<file path="src/rtl/collision_pkg.sv">
// rtl/collision_pkg.sv - shared types and index helpers for the collision matrix
package collision_pkg;

  typedef enum logic {WAIT_SOF, COLLECT} stateT;

  // Flat bit position of pair (A[i], B[j]) in the pair vectors.
  function automatic int pair_idx(input int i, input int j, input int numB);
    return i * numB + j;
  endfunction

  function automatic int bidx_w(input int numB);
    return (numB > 1) ? $clog2(numB) : 1;
  endfunction

endpackage

</file>
<file path="src/rtl/collision_pair_tracker.sv">
// rtl/collision_pair_tracker.sv - per-pair hit latch, hold-off counter and report pulse
module collision_pair_tracker #(
  parameter int HOLDOFF_FRAMES = 0
) (
  input  logic clk,
  input  logic resetN,
  input  logic collect,
  input  logic sof,
  input  logic hit,
  output logic report,
  output logic holdZero,
  output logic hitPulse
);

  localparam int CW = (HOLDOFF_FRAMES > 0) ? $clog2(HOLDOFF_FRAMES + 1) : 1;

  logic [CW-1:0] holdCnt;
  logic          hitLatch;

  assign holdZero = (holdCnt == '0);
  // A hit in the boundary cycle itself still belongs to the frame being closed.
  assign report   = (hitLatch | hit) & holdZero;

  always_ff @(posedge clk or negedge resetN) begin
    if (!resetN) begin
      holdCnt  <= '0;
      hitLatch <= 1'b0;
      hitPulse <= 1'b0;
    end else begin
      hitPulse <= 1'b0;
      if (!collect) begin
        hitLatch <= 1'b0;
      end else if (sof) begin
        hitPulse <= report;
        hitLatch <= 1'b0;
        if (report)
          holdCnt <= CW'(HOLDOFF_FRAMES);
        else if (!holdZero)
          holdCnt <= holdCnt - CW'(1);
      end else if (hit) begin
        hitLatch <= 1'b1;
      end
    end
  end

endmodule

</file>
<file path="src/rtl/collision_matrix.sv">
// rtl/collision_matrix.sv - per-frame A/B pixel collision detector with first-hit capture
module collision_matrix
  import collision_pkg::*;
#(
  parameter int NUM_A          = 2,
  parameter int NUM_B          = 4,
  parameter int X_W            = 11,
  parameter int Y_W            = 11,
  parameter int HOLDOFF_FRAMES = 0,
  localparam int BIDX_W        = bidx_w(NUM_B)
) (
  input  logic                      clk,
  input  logic                      resetN,
  input  logic                      startOfFrame,
  input  logic [X_W-1:0]            pixelX,
  input  logic [Y_W-1:0]            pixelY,
  input  logic [NUM_A-1:0]          reqA,
  input  logic [NUM_B-1:0]          reqB,
  input  logic [NUM_A*NUM_B-1:0]    pairEnable,
  output logic [NUM_A*NUM_B-1:0]    hitPulse,
  output logic [NUM_A-1:0]          hitValid,
  output logic [NUM_A*X_W-1:0]      hitX,
  output logic [NUM_A*Y_W-1:0]      hitY,
  output logic [NUM_A*BIDX_W-1:0]   hitBIdx
);

  stateT                          state;
  logic [NUM_A*NUM_B-1:0]         hitFlat;
  logic [NUM_A*NUM_B-1:0]         reportFlat;
  logic [NUM_A*NUM_B-1:0]         holdZeroFlat;
  logic [NUM_A-1:0]               candAny;
  logic [NUM_A-1:0][BIDX_W-1:0]   candIdx;
  logic [NUM_A-1:0]               reportAny;
  logic [NUM_A-1:0]               fhValid;
  logic [NUM_A-1:0][X_W-1:0]      fhX;
  logic [NUM_A-1:0][Y_W-1:0]      fhY;
  logic [NUM_A-1:0][BIDX_W-1:0]   fhB;

  for (genvar i = 0; i < NUM_A; i++) begin : gA
    for (genvar j = 0; j < NUM_B; j++) begin : gB
      localparam int P = pair_idx(i, j, NUM_B);
      assign hitFlat[P] = reqA[i] & reqB[j] & pairEnable[P];
      collision_pair_tracker #(.HOLDOFF_FRAMES(HOLDOFF_FRAMES)) uTracker (
        .clk      (clk),
        .resetN   (resetN),
        .collect  (state == COLLECT),
        .sof      (startOfFrame),
        .hit      (hitFlat[P]),
        .report   (reportFlat[P]),
        .holdZero (holdZeroFlat[P]),
        .hitPulse (hitPulse[P])
      );
    end
  end

  // Descending scan so the lowest hitting B index wins.
  always_comb begin
    candAny   = '0;
    candIdx   = '0;
    reportAny = '0;
    for (int i = 0; i < NUM_A; i++) begin
      for (int j = NUM_B - 1; j >= 0; j--) begin
        if (hitFlat[pair_idx(i, j, NUM_B)] && holdZeroFlat[pair_idx(i, j, NUM_B)]) begin
          candAny[i] = 1'b1;
          candIdx[i] = BIDX_W'(j);
        end
        reportAny[i] = reportAny[i] | reportFlat[pair_idx(i, j, NUM_B)];
      end
    end
  end

  always_ff @(posedge clk or negedge resetN) begin
    if (!resetN) begin
      state    <= WAIT_SOF;
      fhValid  <= '0;
      fhX      <= '0;
      fhY      <= '0;
      fhB      <= '0;
      hitValid <= '0;
      hitX     <= '0;
      hitY     <= '0;
      hitBIdx  <= '0;
    end else begin
      case (state)
        WAIT_SOF: if (startOfFrame) state <= COLLECT;
        COLLECT: begin
          if (startOfFrame) begin
            hitValid <= reportAny;
            for (int i = 0; i < NUM_A; i++) begin
              hitX[i*X_W +: X_W]          <= '0;
              hitY[i*Y_W +: Y_W]          <= '0;
              hitBIdx[i*BIDX_W +: BIDX_W] <= '0;
              if (reportAny[i]) begin
                // No earlier capture means the first hit is in this very cycle.
                hitX[i*X_W +: X_W]          <= fhValid[i] ? fhX[i] : pixelX;
                hitY[i*Y_W +: Y_W]          <= fhValid[i] ? fhY[i] : pixelY;
                hitBIdx[i*BIDX_W +: BIDX_W] <= fhValid[i] ? fhB[i] : candIdx[i];
              end
            end
            fhValid <= '0;
            fhX     <= '0;
            fhY     <= '0;
            fhB     <= '0;
          end else begin
            for (int i = 0; i < NUM_A; i++) begin
              if (!fhValid[i] && candAny[i]) begin
                fhValid[i] <= 1'b1;
                fhX[i]     <= pixelX;
                fhY[i]     <= pixelY;
                fhB[i]     <= candIdx[i];
              end
            end
          end
        end
        default: state <= WAIT_SOF;
      endcase
    end
  end

endmodule

</file>
<file path="config.mk">
export PLATFORM = sky130hd
export DESIGN_NAME = collision_matrix
export DESIGN_NICKNAME = d
export VERILOG_FILES = /design/src/rtl/collision_pkg.sv /design/src/rtl/collision_pair_tracker.sv /design/src/rtl/collision_matrix.sv
export SDC_FILE = /design/constraint.sdc
export NUM_CORES = 1
export LEC_CHECK = 0
export CAP_MARGIN = 30
export CORE_MARGIN = 5
export CORE_UTILIZATION = 45
export DETAILED_ROUTE_END_ITERATION = 16
export PLACE_DENSITY = 0.74
export SLEW_MARGIN = 30
export SYNTH_ARGS = -nofsm -noshare
export SYNTH_HDL_FRONTEND = slang
export SYNTH_SLANG_ARGS = --single-unit
</file>
<file path="constraint.sdc">
create_clock -name clk -period 1.5 [get_ports clk]
set_input_delay 0.225 -clock clk [delete_from_list [all_inputs] [get_ports clk]]
set_output_delay 0.225 -clock clk [all_outputs]
set_load 0.05 [all_outputs]
</file>
==> results.md, run 1 <==
Run status:
- The run finished with clean final reports.

STA:
- The clock arrives with 0.00802 ns of skew.
- Timing would allow up to 702 MHz.
- At the pin with the least slew margin, the transition time is about 0.44 ns.
- The number of hold violations in the final report is 0.
- Setup repair after global routing left no endpoint under its margin.
- The final max-slew violation count is 0.
- The worst path uses between 90% and 100% of the clock period.
- The clock period minus worst slack is 1.43 ns.
- The post-route worst hold slack is 0.164 ns.
- The number of failing setup endpoints in the final timing report is 0.
- The worst pin sits at a relative slew slack of between 70% and 80%.

Synthesis:
- The instance count of the mapped netlist is about 420.
- The count of cell types in the netlist is 31.
- The part of the Yosys area used for sequential elements is 60.1%.
- Synthesis inferred roughly 120 register bits.
- The async set or reset register ratio after synthesis is 100%.
- The count of warnings emitted by yosys is 0.
- The post-synthesis net count is roughly 460.
- Yosys mapped a number of flops with a built-in enable equal to 0.
- The mean instance size in the synthesized netlist is between 10 and 15 um^2.
- In this run the cell area of the synthesized design comes to 4870 um^2.
- The commonest register cell after synthesis is sky130_fd_sc_hd__dfrtp_1.

Worst setup path:
- The worst-case register-to-register setup slack is 0.10 ns.
- Counting cells, the worst reg-to-reg path comes to 4.
- Tracing the worst setup path back leads to its startpoint at reqB[3].
- The worst register-to-register path ends at fhB[3]$_DFFE_PN0P_.
- The worst setup path is of the primary input to register kind.
- For the worst setup path, the data arrival time is 1.79 ns.
- The critical path capture point is hitY[14]$_DFFE_PN0P_.
- The worst setup path is launched from a primary input.
- The startpoint of the lowest-slack register-to-register path is state$_DFF_PN0_.
- The worst endpoint required time is 1.87 ns.
- The kind of end point of the critical path is a register.
- Of all nets on the critical path, the largest fanout is 15.

Power and ir drop:
- The switching power as a share of total power is 30.8%.
- The cell area power density is 1410 nW/um^2.
- The analysis attributes to net switching a power of 0.00300 W.
- IR analysis of the VDD net gives a maximum drop of 687 uV.
- The reported leakage power is 3.23 nW.
- The clock share of power is between 40 and 50%.
- The internal power of the cells totals 0.00673 W.
- The power share of the combinational group is approximately 22%.
- In this run, flip-flops and latches consume 37.6% of the power.

Clock network:
- In this run the post-CTS setup repair buffer count came out at 0.
- The number of H-tree levels is 4.
- The clock input transition at the sequential cells of the worst setup and hold paths is 0.06 ns.
- The clock passes through at most 2 buffers.
- The CTS buffer count is 17.
- The root buffer cell is sky130_fd_sc_hd__clkbuf_8.
- The clock latency of the later-clocked register in the worst-skew pair is 0.51 ns.
- TritonCTS built the clock tree.
- The CTS sink count is 117.

Drt:
- The number of iterations in the first detailed-routing pass is 5.
- For this block, the via count after detailed routing is ~3800.
- The initial detailed-routing violation count is 270.
- The average routed wire per standard cell is 18.0 um.
- The vias per cell is 5.51.
- The overall routed net length is 12.6 mm.
- The remaining design rule violation count is 0.
- The detail route stage leaves a number of antenna-violating nets equal to 0.

Global route:
- The largest net degree at the start of global routing is 40.
- The number of global-route vias before repair is 4068.
- In the global route stage, overall resource usage came out at 20.5%.
- The global-route wire length before repair is 21.0 mm.
- Global routing finished with a remaining overflow of 0.
- The number of antenna violations at the first check in global routing is 0.

Placement:
- Summed over all nets, the half-perimeter wirelength after detailed placement is 8.61 mm.
- The count of buffers from port buffering is between 90 and 100.
- After detailed placement, the design holds a cell count of between 600 and 700.
- Routability-driven placement finished with a final weighted congestion of around 0.86.

Die:
- The chip width is 114 um.
- The number of standard-cell rows in the floorplan is 38.
- The area of the die is 13000 um^2.
- 97 I/O pins were placed.
- The initial core utilization is 45.4%.
- The area of the core is 10700 um^2.
- The die extent in y is ~110 um.

Layout:
- The most frequent standard cell in the layout excluding fill and tap cells is sky130_fd_sc_hd__dfrtp_1.
- The count of placed standard cells in the final layout, fillers left out is 696.
- The layout-stage area growth over the synthesis result is 42.0%.
- The net count reported at finish is around 580.
- In the layout the commonest cells are sky130_fd_sc_hd__dfrtp_1 (116), sky130_fd_sc_hd__buf_4 (80), sky130_fd_sc_hd__nand2_1 (54), sky130_fd_sc_hd__mux2i_1 (44), sky130_fd_sc_hd__o21ai_0 (44).
- The diode insertion count for antenna repair is 0.
- The post-route netlist has 30.6% of its cells at a drive strength greater than 1.

Min path:
- The tightest min-delay check is of the primary input to asynchronous set/reset pin type.

Run:
- The count of maximum capacitance violations is 0.
## worst min-delay path by stage
| stage | to | depth (start not counted) |
|---|---|---|
| global route | gA[1].gB[2].uTracker.hitPulse$_DFF_PN0_ | 2 |
| finish | gA[1].gB[0].uTracker.hitPulse$_DFF_PN0_ | 2 |
| detailed placement | gA[1].gB[3].uTracker.hitPulse$_DFF_PN0_ | 1 |
| CTS | gA[1].gB[3].uTracker.hitPulse$_DFF_PN0_ | 2 |
| floorplan | fhB[0]$_DFFE_PN0P_ | 0 |
| global placement | gA[1].gB[1].uTracker.hitPulse$_DFF_PN0_ | 1 |
## cells in the mapped netlist, drive strengths merged, types with 3 or more instances
cell type | n | area, um^2
nor2 | 29 | 109
nor3 | 3 | 15.0
dfrtp | 117 | 2930
a21oi | 5 | 28.8
a31oi | 11 | 75.1
mux2i | 44 | 440
clkbuf | 10 | 37.5
nand4 | 3 | 18.8
a32o | 3 | 30.0
a22oi | 4 | 40.0
nand2 | 55 | 206
buf | 25 | 173
a22o | 48 | 448
o21ai | 45 | 229
## critical path: stages
cell,delay (ns)
sky130_fd_sc_hd__clkdlybuf4s50_1,0.51
sky130_fd_sc_hd__buf_4,0.19
sky130_fd_sc_hd__a31oi_1,0.21
sky130_fd_sc_hd__nand4_1,0.18
sky130_fd_sc_hd__nand2_1,0.19
sky130_fd_sc_hd__buf_12,0.16
sky130_fd_sc_hd__o21ai_0,0.12
## state kept, by name (all words and copies together), names as in the netlist
signal                   flops
fhX                         22
fhY                         22
hitX                        22
hitY                        22
gA.gB.uTracker.hitLatch      8
gA.gB.uTracker.hitPulse      8
fhB                          4
hitBIdx                      4
fhValid                      2
hitValid                     2
state                        1
## power by group through the flow
stage / Combinational [W] / Clock [W] / Sequential [W]
after floorplan: 0.000584 / 0 / 0.00426
after global placement: 0.00213 / 0 / 0.00370
after detailed placement: 0.00217 / 0 / 0.00370
after CTS: 0.00218 / 0.00395 / 0.00366
after global routing: 0.00230 / 0.00411 / 0.00369
final: 0.00216 / 0.00391 / 0.00366
## per-layer routing
| metal | GRT usage [%] | wire, um | vias up |
|---|---|---|---|
| met4 | 6.65 | 133 | 0 |
| met1 | 28.0 | 5510 | 1938 |
| li1 | - | - | 1742 |
| met3 | 5.23 | 838 | 14 |
| met5 | 0 | 0 | - |
| met2 | 32.2 | 6080 | 144 |
## stage by stage
step / setup slack (ns) / area (um^2) / TNS, ns / utilization (%) / power (W)
3_3_place_gp: -0.409 / 6320 / -32.73 / 58.8 / 0.00583
2_1_floorplan: 0.0456 / 4870 / 0 / - / 0.00484
5_1_grt: 0.00225 / 6920 / 0 / 64.4 / 0.0101
4_1_cts: 0.0341 / 6910 / 0 / 64.3 / 0.00979
6_report: 0.0746 / 6920 / 0 / 64.4 / 0.00973
3_5_place_dp: -0.437 / 6320 / -38.25 / 58.8 / 0.00587
## logic make-up after synthesis
logic type,Yosys count,synth area share (%)
AOI/OAI and AO/OA,118,17.8
buffers and inverters,37,4.47
DFF,117,60.1
muxes,44,9.03
and+or+nand+nor,100,8.68
## repair_timing
item	4_1_cts	5_1_grt
endpoints found under the setup margin	0	40
hold buffers	1	0
hold endpoints to repair	117	0
resized for setup	0	3
## cell type report
type                    instances  area (um^2)
clock buffers                  18          428
clock inverters                14          153
fillers                       840         3820
inverters                       2         7.51
multi-input cells             262         1750
flip-flops and latches        117         2930
well taps                     140          175
repair buffers                143         1480
(Power assumes the default switching activity.)
==> run 2: changes to the inputs <==
--- a/config.mk
+++ b/config.mk
@@ -5,7 +5,7 @@
 export SDC_FILE = /design/constraint.sdc
 export NUM_CORES = 1
 export LEC_CHECK = 0
-export CAP_MARGIN = 30
+export CAP_MARGIN = 0
 export CORE_MARGIN = 5
 export CORE_UTILIZATION = 45
 export DETAILED_ROUTE_END_ITERATION = 16
==> results of run 2 <==
Same layout as run 1: the final DEF is identical, and so are final timing and power.
